### src/rtl/mfp_avalon_arb_pkg.sv
// Shared types for the two-master Avalon-MM arbiter.
// FSM states, master id width and the pending-read entry.
package mfp_avalon_arb_pkg;

  typedef enum logic [1:0] {
    IDLE,
    CMD,
    WBURST
  } arb_state_e;

  localparam int ID_W     = 1;
  localparam int BC_MAX_W = 8;

  typedef logic [ID_W-1:0] mid_t;

  typedef struct packed {
    mid_t                id;
    logic [BC_MAX_W-1:0] bc;
  } pend_t;

  // Round-robin pick: on a tie the master
  // that did not win last time goes first.
  function automatic mid_t rr_pick(
    input logic req0,
    input logic req1,
    input mid_t last
  );
    mid_t w;
    if (req0 && req1) w = ~last;
    else if (req1)    w = 1'b1;
    else              w = 1'b0;
    return w;
  endfunction

endpackage

### src/rtl/mfp_avalon_arb_tag_fifo.sv
// In-order FIFO of outstanding read commands {id, burstcount}.
// Ports: clk/rst, push+push_data, pop, head, full, empty.
module mfp_avalon_arb_tag_fifo
  import mfp_avalon_arb_pkg::*;
#(
  parameter int DEPTH = 4
) (
  input  logic  clk,
  input  logic  rst,
  input  logic  push,
  input  pend_t push_data,
  input  logic  pop,
  output pend_t head,
  output logic  full,
  output logic  empty
);

  localparam int AW = (DEPTH > 1) ? $clog2(DEPTH) : 1;

  pend_t          mem [DEPTH];
  logic [AW-1:0]  wr_ptr;
  logic [AW-1:0]  rd_ptr;
  logic [AW:0]    count;
  logic           do_push;
  logic           do_pop;

  assign full    = (count == (AW+1)'(DEPTH));
  assign empty   = (count == '0);
  assign do_push = push & ~full;
  assign do_pop  = pop & ~empty;
  assign head    = mem[rd_ptr];

  always_ff @(posedge clk) begin
    if (do_push) mem[wr_ptr] <= push_data;
  end

  always_ff @(posedge clk) begin
    if (rst) begin
      wr_ptr <= '0;
      rd_ptr <= '0;
      count  <= '0;
    end else begin
      if (do_push) wr_ptr <= wr_ptr + 1'b1;
      if (do_pop)  rd_ptr <= rd_ptr + 1'b1;
      unique case ({do_push, do_pop})
        2'b10:   count <= count + 1'b1;
        2'b01:   count <= count - 1'b1;
        default: count <= count;
      endcase
    end
  end

endmodule

### src/rtl/mfp_avalon_mem_arbiter.sv
// Two-master round-robin Avalon-MM arbiter for the LPDDR2 port.
// Ports: m0_*/m1_* masters, s_* slave, err_orphan debug flag.
module mfp_avalon_mem_arbiter
  import mfp_avalon_arb_pkg::*;
#(
  parameter int ADDR_W   = 27,
  parameter int DATA_W   = 32,
  parameter int BURST_W  = 3,
  parameter int MAX_PEND = 4
) (
  input  logic                clk,
  input  logic                rst,
  input  logic [ADDR_W-1:0]   m0_address,
  input  logic                m0_read,
  input  logic                m0_write,
  input  logic [DATA_W-1:0]   m0_writedata,
  input  logic [DATA_W/8-1:0] m0_byteenable,
  input  logic [BURST_W-1:0]  m0_burstcount,
  output logic                m0_waitrequest,
  output logic [DATA_W-1:0]   m0_readdata,
  output logic                m0_readdatavalid,
  input  logic [ADDR_W-1:0]   m1_address,
  input  logic                m1_read,
  input  logic                m1_write,
  input  logic [DATA_W-1:0]   m1_writedata,
  input  logic [DATA_W/8-1:0] m1_byteenable,
  input  logic [BURST_W-1:0]  m1_burstcount,
  output logic                m1_waitrequest,
  output logic [DATA_W-1:0]   m1_readdata,
  output logic                m1_readdatavalid,
  output logic [ADDR_W-1:0]   s_address,
  output logic                s_read,
  output logic                s_write,
  output logic [DATA_W-1:0]   s_writedata,
  output logic [DATA_W/8-1:0] s_byteenable,
  output logic [BURST_W-1:0]  s_burstcount,
  input  logic                s_waitrequest,
  input  logic                s_readdatavalid,
  input  logic [DATA_W-1:0]   s_readdata,
  output logic                err_orphan
);

  arb_state_e          state_q, state_d;
  mid_t                grant_q, grant_d;
  mid_t                last_q, last_d;
  logic [BURST_W-1:0]  beats_q, beats_d;
  logic [BC_MAX_W-1:0] ret_cnt_q;
  logic                err_q;

  logic                gm_read;
  logic                gm_write;
  logic [ADDR_W-1:0]   gm_address;
  logic [DATA_W-1:0]   gm_writedata;
  logic [DATA_W/8-1:0] gm_byteenable;
  logic [BURST_W-1:0]  gm_bc;
  logic                oth_write;
  logic                gm_wait;

  logic                fifo_full;
  logic                fifo_empty;
  logic                push;
  logic                pop;
  pend_t               push_data;
  pend_t               head;
  logic                read_gate;
  logic                s_accept;
  logic                rd_route;
  logic                ret_last;

  // A zero burstcount is illegal; treat it as a single beat.
  function automatic logic [BURST_W-1:0] fix_bc(
    input logic [BURST_W-1:0] b
  );
    return (b == '0) ? BURST_W'(1) : b;
  endfunction

  assign gm_read       = grant_q ? m1_read       : m0_read;
  assign gm_write      = grant_q ? m1_write      : m0_write;
  assign gm_address    = grant_q ? m1_address    : m0_address;
  assign gm_writedata  = grant_q ? m1_writedata  : m0_writedata;
  assign gm_byteenable = grant_q ? m1_byteenable : m0_byteenable;
  assign gm_bc         = fix_bc(grant_q ? m1_burstcount
                                        : m0_burstcount);
  assign oth_write     = grant_q ? m0_write : m1_write;

  assign read_gate = gm_read & fifo_full;

  always_comb begin
    s_read       = 1'b0;
    s_write      = 1'b0;
    s_address    = gm_address;
    s_writedata  = gm_writedata;
    s_byteenable = gm_byteenable;
    s_burstcount = gm_bc;
    gm_wait      = 1'b1;
    unique case (state_q)
      CMD: begin
        s_read  = gm_read & ~fifo_full;
        s_write = gm_write;
        gm_wait = s_waitrequest | read_gate;
      end
      WBURST: begin
        s_write = gm_write;
        gm_wait = s_waitrequest;
      end
      default: ;
    endcase
  end

  assign m0_waitrequest = grant_q ? 1'b1 : gm_wait;
  assign m1_waitrequest = grant_q ? gm_wait : 1'b1;

  assign s_accept = (s_read | s_write) & ~s_waitrequest;

  always_comb begin
    state_d = state_q;
    grant_d = grant_q;
    last_d  = last_q;
    beats_d = beats_q;
    unique case (state_q)
      IDLE: begin
        if (m0_read | m0_write | m1_read | m1_write) begin
          grant_d = rr_pick(m0_read | m0_write,
                            m1_read | m1_write, last_q);
          last_d  = grant_d;
          state_d = CMD;
        end
      end
      CMD: begin
        if (s_accept) begin
          if (s_read) begin
            state_d = IDLE;
          end else if (gm_bc == BURST_W'(1)) begin
            state_d = IDLE;
          end else begin
            beats_d = gm_bc - 1'b1;
            state_d = WBURST;
          end
        end else if (!gm_read && !gm_write) begin
          state_d = IDLE;
        end else if (read_gate && oth_write) begin
          // Read is stuck on a full FIFO; give the
          // pending write of the other master a turn.
          state_d = IDLE;
        end
      end
      WBURST: begin
        if (s_accept) begin
          beats_d = beats_q - 1'b1;
          if (beats_q == BURST_W'(1)) state_d = IDLE;
        end
      end
      default: state_d = IDLE;
    endcase
  end

  always_comb begin
    push_data    = '0;
    push_data.id = grant_q;
    push_data.bc = BC_MAX_W'(gm_bc);
  end

  assign push = (state_q == CMD) & s_read & ~s_waitrequest;

  assign rd_route = s_readdatavalid & ~fifo_empty;
  assign ret_last = ((ret_cnt_q + BC_MAX_W'(1)) == head.bc);
  assign pop      = rd_route & ret_last;

  assign m0_readdatavalid = rd_route & (head.id == 1'b0);
  assign m1_readdatavalid = rd_route & (head.id == 1'b1);
  assign m0_readdata      = s_readdata;
  assign m1_readdata      = s_readdata;
  assign err_orphan       = err_q;

  mfp_avalon_arb_tag_fifo #(
    .DEPTH (MAX_PEND)
  ) u_tag_fifo (
    .clk       (clk),
    .rst       (rst),
    .push      (push),
    .push_data (push_data),
    .pop       (pop),
    .head      (head),
    .full      (fifo_full),
    .empty     (fifo_empty)
  );

  always_ff @(posedge clk) begin
    if (rst) begin
      state_q   <= IDLE;
      grant_q   <= 1'b0;
      last_q    <= 1'b1;
      beats_q   <= '0;
      ret_cnt_q <= '0;
      err_q     <= 1'b0;
    end else begin
      state_q <= state_d;
      grant_q <= grant_d;
      last_q  <= last_d;
      beats_q <= beats_d;
      if (rd_route)
        ret_cnt_q <= ret_last ? '0 : ret_cnt_q + 1'b1;
      if (s_readdatavalid && fifo_empty)
        err_q <= 1'b1;
    end
  end

endmodule

### config.mk
export PLATFORM = sky130hd
export DESIGN_NAME = mfp_avalon_mem_arbiter
export DESIGN_NICKNAME = d
export VERILOG_FILES = /design/src/rtl/mfp_avalon_arb_pkg.sv /design/src/rtl/mfp_avalon_arb_tag_fifo.sv /design/src/rtl/mfp_avalon_mem_arbiter.sv
export SDC_FILE = /design/constraint.sdc
export NUM_CORES = 1
export LEC_CHECK = 0
export CAP_MARGIN = 25
export CORE_MARGIN = 2
export CORE_UTILIZATION = 32
export CTS_CLUSTER_SIZE = 25
export DETAILED_ROUTE_END_ITERATION = 10
export PLACE_DENSITY_LB_ADDON = 0.05
export RECOVER_POWER = 100
export REMOVE_ABC_BUFFERS = 1
export SLEW_MARGIN = 20
export SYNTH_ARGS = -nofsm -noshare
export SYNTH_HDL_FRONTEND = slang
export SYNTH_HIERARCHICAL = 1
export SYNTH_SLANG_ARGS = --single-unit
### constraint.sdc
create_clock -name clk -period 3.2 [get_ports clk]
set_input_delay 0.32 -clock clk [delete_from_list [all_inputs] [get_ports clk]]
set_output_delay 0.32 -clock clk [all_outputs]
set_load 0.01 [all_outputs]
==> run_results.csv, run 1 <==
group,metric,value,unit
power,swShare,27.4,%
clock_tree,clock_sinks,61,
logic_synthesis,synth-seq-area-share,37.1,%
placement,port_buffers,212,
floorplanning,num_rows,42,
grt,busiest_layer,"met2",
clock_tree,clk_latency,0.33,ns
floorplanning,die_w,119,um
power,clkPwrFrac,33.9,%
placement,routabilityCongestion,0.886,
power,vdd_drop_max,0.253,mV
placement,dpl.cell_count,741,
critical_path,path_cells,"buf_12 > buf_4 > mux4_2 > clkbuf_1 > nor4_2 > o31ai_2 > nor3_4 > o31ai_2 > inv_1 > ha_2 > inv_1 > fa_2 > xor2_1 > or3_1 > a21oi_2",
placement,dpl_worst_slack,-0.215,ns
critical_path,cp-start-kind,"flip-flop",
route,drtPass1Iterations,4,
status,status,"complete, but fails checks",
critical_path,rr_endpoint,"u_tag_fifo/count[2]",
grt,grt_pass1_wl,25700,um
clock_tree,clk_pin_slew,0.05,ns
flow_run,cap_violations,0,
min_path,hold_path_end,"err_orphan",
route,finalWirelength,18100,um
floorplanning,core,13100,um2
placement,dpl.hpwl,15600,um
logic_synthesis,synth_top_family_by_area,"multiplexers",
critical_path,crit_arrival,3.54,ns
layout,final_core_util,50.8,%
route,wl_per_cell,23.8,um
timing,fin_hold_ws,0.473,ns
clock_tree,cts_tree,"built",
power,power.leakage,2.39,nW
grt,track_usage,25.4,%
layout,ff_latch_area,1580,um2
clock_tree,ctsHtreeMaxLevel,3,
clock_tree,cts_hold_buffers,0,
logic_synthesis,ys_seq_elements,61,
logic_synthesis,synth_top_cell_by_area,"edfxtp_1",
grt,grt_start_max_net_pins,39,
power,power_density,413,nW/um2
timing,tightest_slew,0.706,ns
layout,drive_gt1_share,21.9,%
power,comb_power_share,33.9,%
timing,period_share,102,%
layout,area_delta_synth_final,56.3,%
critical_path,worstSetupPathType,"flip-flop to flip-flop",
power,internal_power,2.00,mW
timing,slew_headroom,52.9,%
floorplanning,start_util,32.5,%
layout,final_cell_mix,"203 x clkdlybuf4s50_1, 63 x mux2_2, 36 x edfxtp_1",
clock_tree,clock_path_buffers,2,
logic_synthesis,synthMuxAreaShare,23.2,%
timing,grt_setup_unrepaired,"yes",
grt,use_met1,29.7,%
logic_synthesis,async_reset_ff_share,0,%
logic_synthesis,synth_warnings,6,
floorplanning,die_h,119,um
route,drt-initial-drc-count,299,
min_path,min_from,"err_orphan",
timing,fin_crit,3.27,ns
placement,placed_cell_area,6270,um2
timing,fin_worst_skew,0.00444,ns
critical_path,critPathRequiredTime,3.46,ns
critical_path,slowest_stage,"mux4_2",
logic_synthesis,ys_types,54,
min_path,hold_depth,2,
route,drc,0,
layout,nets,765,
timing,final-hold-violation-count,0,
logic_synthesis,yosys-top-cells-area,"edfxtp_1 25%, mux2_2 17%, dfxtp_1 12%, buf_4 11%, mux4_2 4.8%",
critical_path,crit_fanout,6,
min_path,hp-class,"flip-flop to flip-flop",
clock_tree,root_buffer,"clkbuf_16",
critical_path,critical-path-max-stage-delay,0.50,ns
power,p_sw,0.753,mW
layout,fin_cells,760,
layout,final_cell_area,6670,um2
power,pwr-share-seq,32.2,%
layout,multiInputGateArea,2230,um2
logic_synthesis,synth_cells,397,
timing,fin_ws,-0.0714,ns
grt,use_met3,13.3,%
status,violations,"setup timing",
layout,fillers,1222,
logic_synthesis,synth_compound_area_share,5.90,%
floorplanning,ios,309,
layout,n_antenna_cell,0,
critical_path,crit_path_end_kind,"flip-flop",
logic_synthesis,netlist.area_leader.share,25.3,%
grt,grt_util_met2,39.8,%
logic_synthesis,synth_edf_count,36,
route,vias,3650,
logic_synthesis,synthAdderAreaFrac,4.28,%
logic_synthesis,synth_area,4270,um2
critical_path,reg2reg_slack,-0.07,ns
grt,antenna_found_initial,0,
route,viasPerCell,4.80,
grt,grt_pass1_vias,3856,
layout,final_common_cell,"clkdlybuf4s50_1",
clock_tree,numCtsBuffers,9,
timing,finalSetupViolations,1,
logic_synthesis,synthFlopType,"edfxtp_1",
logic_synthesis,syn_avg_cell_area,10.7,um2
floorplanning,dieArea,14300,um2
logic_synthesis,synthXorXnorAreaFrac,3.70,%
grt,gr-total-overflow,0,
route,antenna_left,0,
logic_synthesis,synth-simple-area-share,11.4,%
critical_path,reg2reg_depth,15,
timing,final_max_slew_viol_count,0,
timing,fmax,0.306,GHz
-- state kept, by name, indices dropped and copies added, names as in the netlist, named ones only --
name	cells
u_tag_fifo/mem	36
ret_cnt_q	8
beats_q	3
u_tag_fifo/count	3
state_q	2
u_tag_fifo/rd_ptr	2
u_tag_fifo/wr_ptr	2
err_orphan	1
grant_q	1
last_q	1
-- power groups by stage --
stage	registers [mW]	clock network, mW	logic (mW)
finish	0.886	0.934	0.933
global route	0.889	0.997	0.996
CTS	0.886	0.961	0.945
detailed placement	0.902	0	0.934
global placement	0.901	0	0.928
floorplan	0.930	0	0.366
-- worst max-delay path, delay by kind of cell (launching register included) --
| family | cells | cell delay (ns) |
|---|---|---|
| simple gates | 3 | 0.86 |
| buf+inv | 5 | 0.51 |
| mux | 1 | 0.50 |
| fa+ha+maj | 2 | 0.49 |
| compound gates | 3 | 0.36 |
| flops | 1 | 0.34 |
| xor+xnor | 1 | 0.16 |
-- worst max-delay path by stage --
stage	slack, ns	end	from	cells after the start
after floorplan	-0.92	beats_q[0]	grant_q	8
after global placement	-0.16	u_tag_fifo/count[2]	flip-flop	15
after detailed placement	-0.22	u_tag_fifo/count[2]	flip-flop	15
after CTS	-0.07	u_tag_fifo/count[2]	flip-flop	15
after global routing	-0.21	u_tag_fifo/count[2]	flip-flop	15
final	-0.07	u_tag_fifo/count[2]	flip-flop	15
-- per-stage QoR --
stage | setup TNS, ns | power (mW)
6_report | -0.0714 | 2.75
5_1_grt | -3.56 | 2.88
4_1_cts | -0.0681 | 2.79
3_5_place_dp | -0.215 | 1.84
3_3_place_gp | -0.160 | 1.83
2_1_floorplan | -16.10 | 1.30
-- routing by layer --
layer  wire [um]  up-vias
met4         466        0
li1            -     1700
met1        6660     1695
met5           0        -
met2        8170      238
met3        2760       17
-- synthesized netlist by cell type, drive strengths merged (2+ instances only) --
cell type and instances:
or3 5, nand4b 2, nor2b 2, mux2 65, xnor2 10, mux2i 5
dfxtp 25, and2 5, o31ai 2, nor3b 4, a221oi 2, ha 13
a31oi 3, inv 19, a21oi 13, nor2 18, buf 74, xor2 8
nand3b 3, o21ai 14, nand2 15, nand3 4, nor3 14, clkbuf 5
mux4 9, edfxtp 36, nor4 2, nand2b 5
-- layout make-up --
| class | instances | share of cell area [%] |
|---|---|---|
| clock inverter | 6 | 0.957 |
| sequential | 61 | 23.7 |
| clock buffer | 10 | 3.43 |
| inverter | 19 | 1.07 |
| multi-input combinational | 257 | 33.4 |
| tap | 176 | 3.30 |
| timing repair buffer | 231 | 34.1 |
-- kinds of logic after synthesis --
| logic type | Yosys count |
|---|---|
| flops | 61 |
| fa+ha+maj | 14 |
| mux | 79 |
| buf+inv | 98 |
| xor+xnor | 18 |
| other cells | 1 |
| compound gates | 41 |
| simple gates | 85 |
-- repair_timing --
action,in CTS,in global routing
pin swaps,7,2
setup buffers,3,0
setup endpoints to repair,1,2
resized for setup,16,4
gates cloned,0,0
Power figures use the tool's default switching activity.
==> run 2: changes to the inputs <==
Settings changed: ABC_CLOCK_PERIOD_IN_PS from default to 3200, CTS_CLUSTER_DIAMETER from default to 100.
==> results of run 2 <==
The final DEF is identical to that of run 1; final timing and power are the same.
==> run 3: changes to the inputs <==
Settings changed: CTS_CLUSTER_SIZE 25 to default.
==> results of run 3 <==
The final DEF is identical to that of run 1; final timing and power are the same.
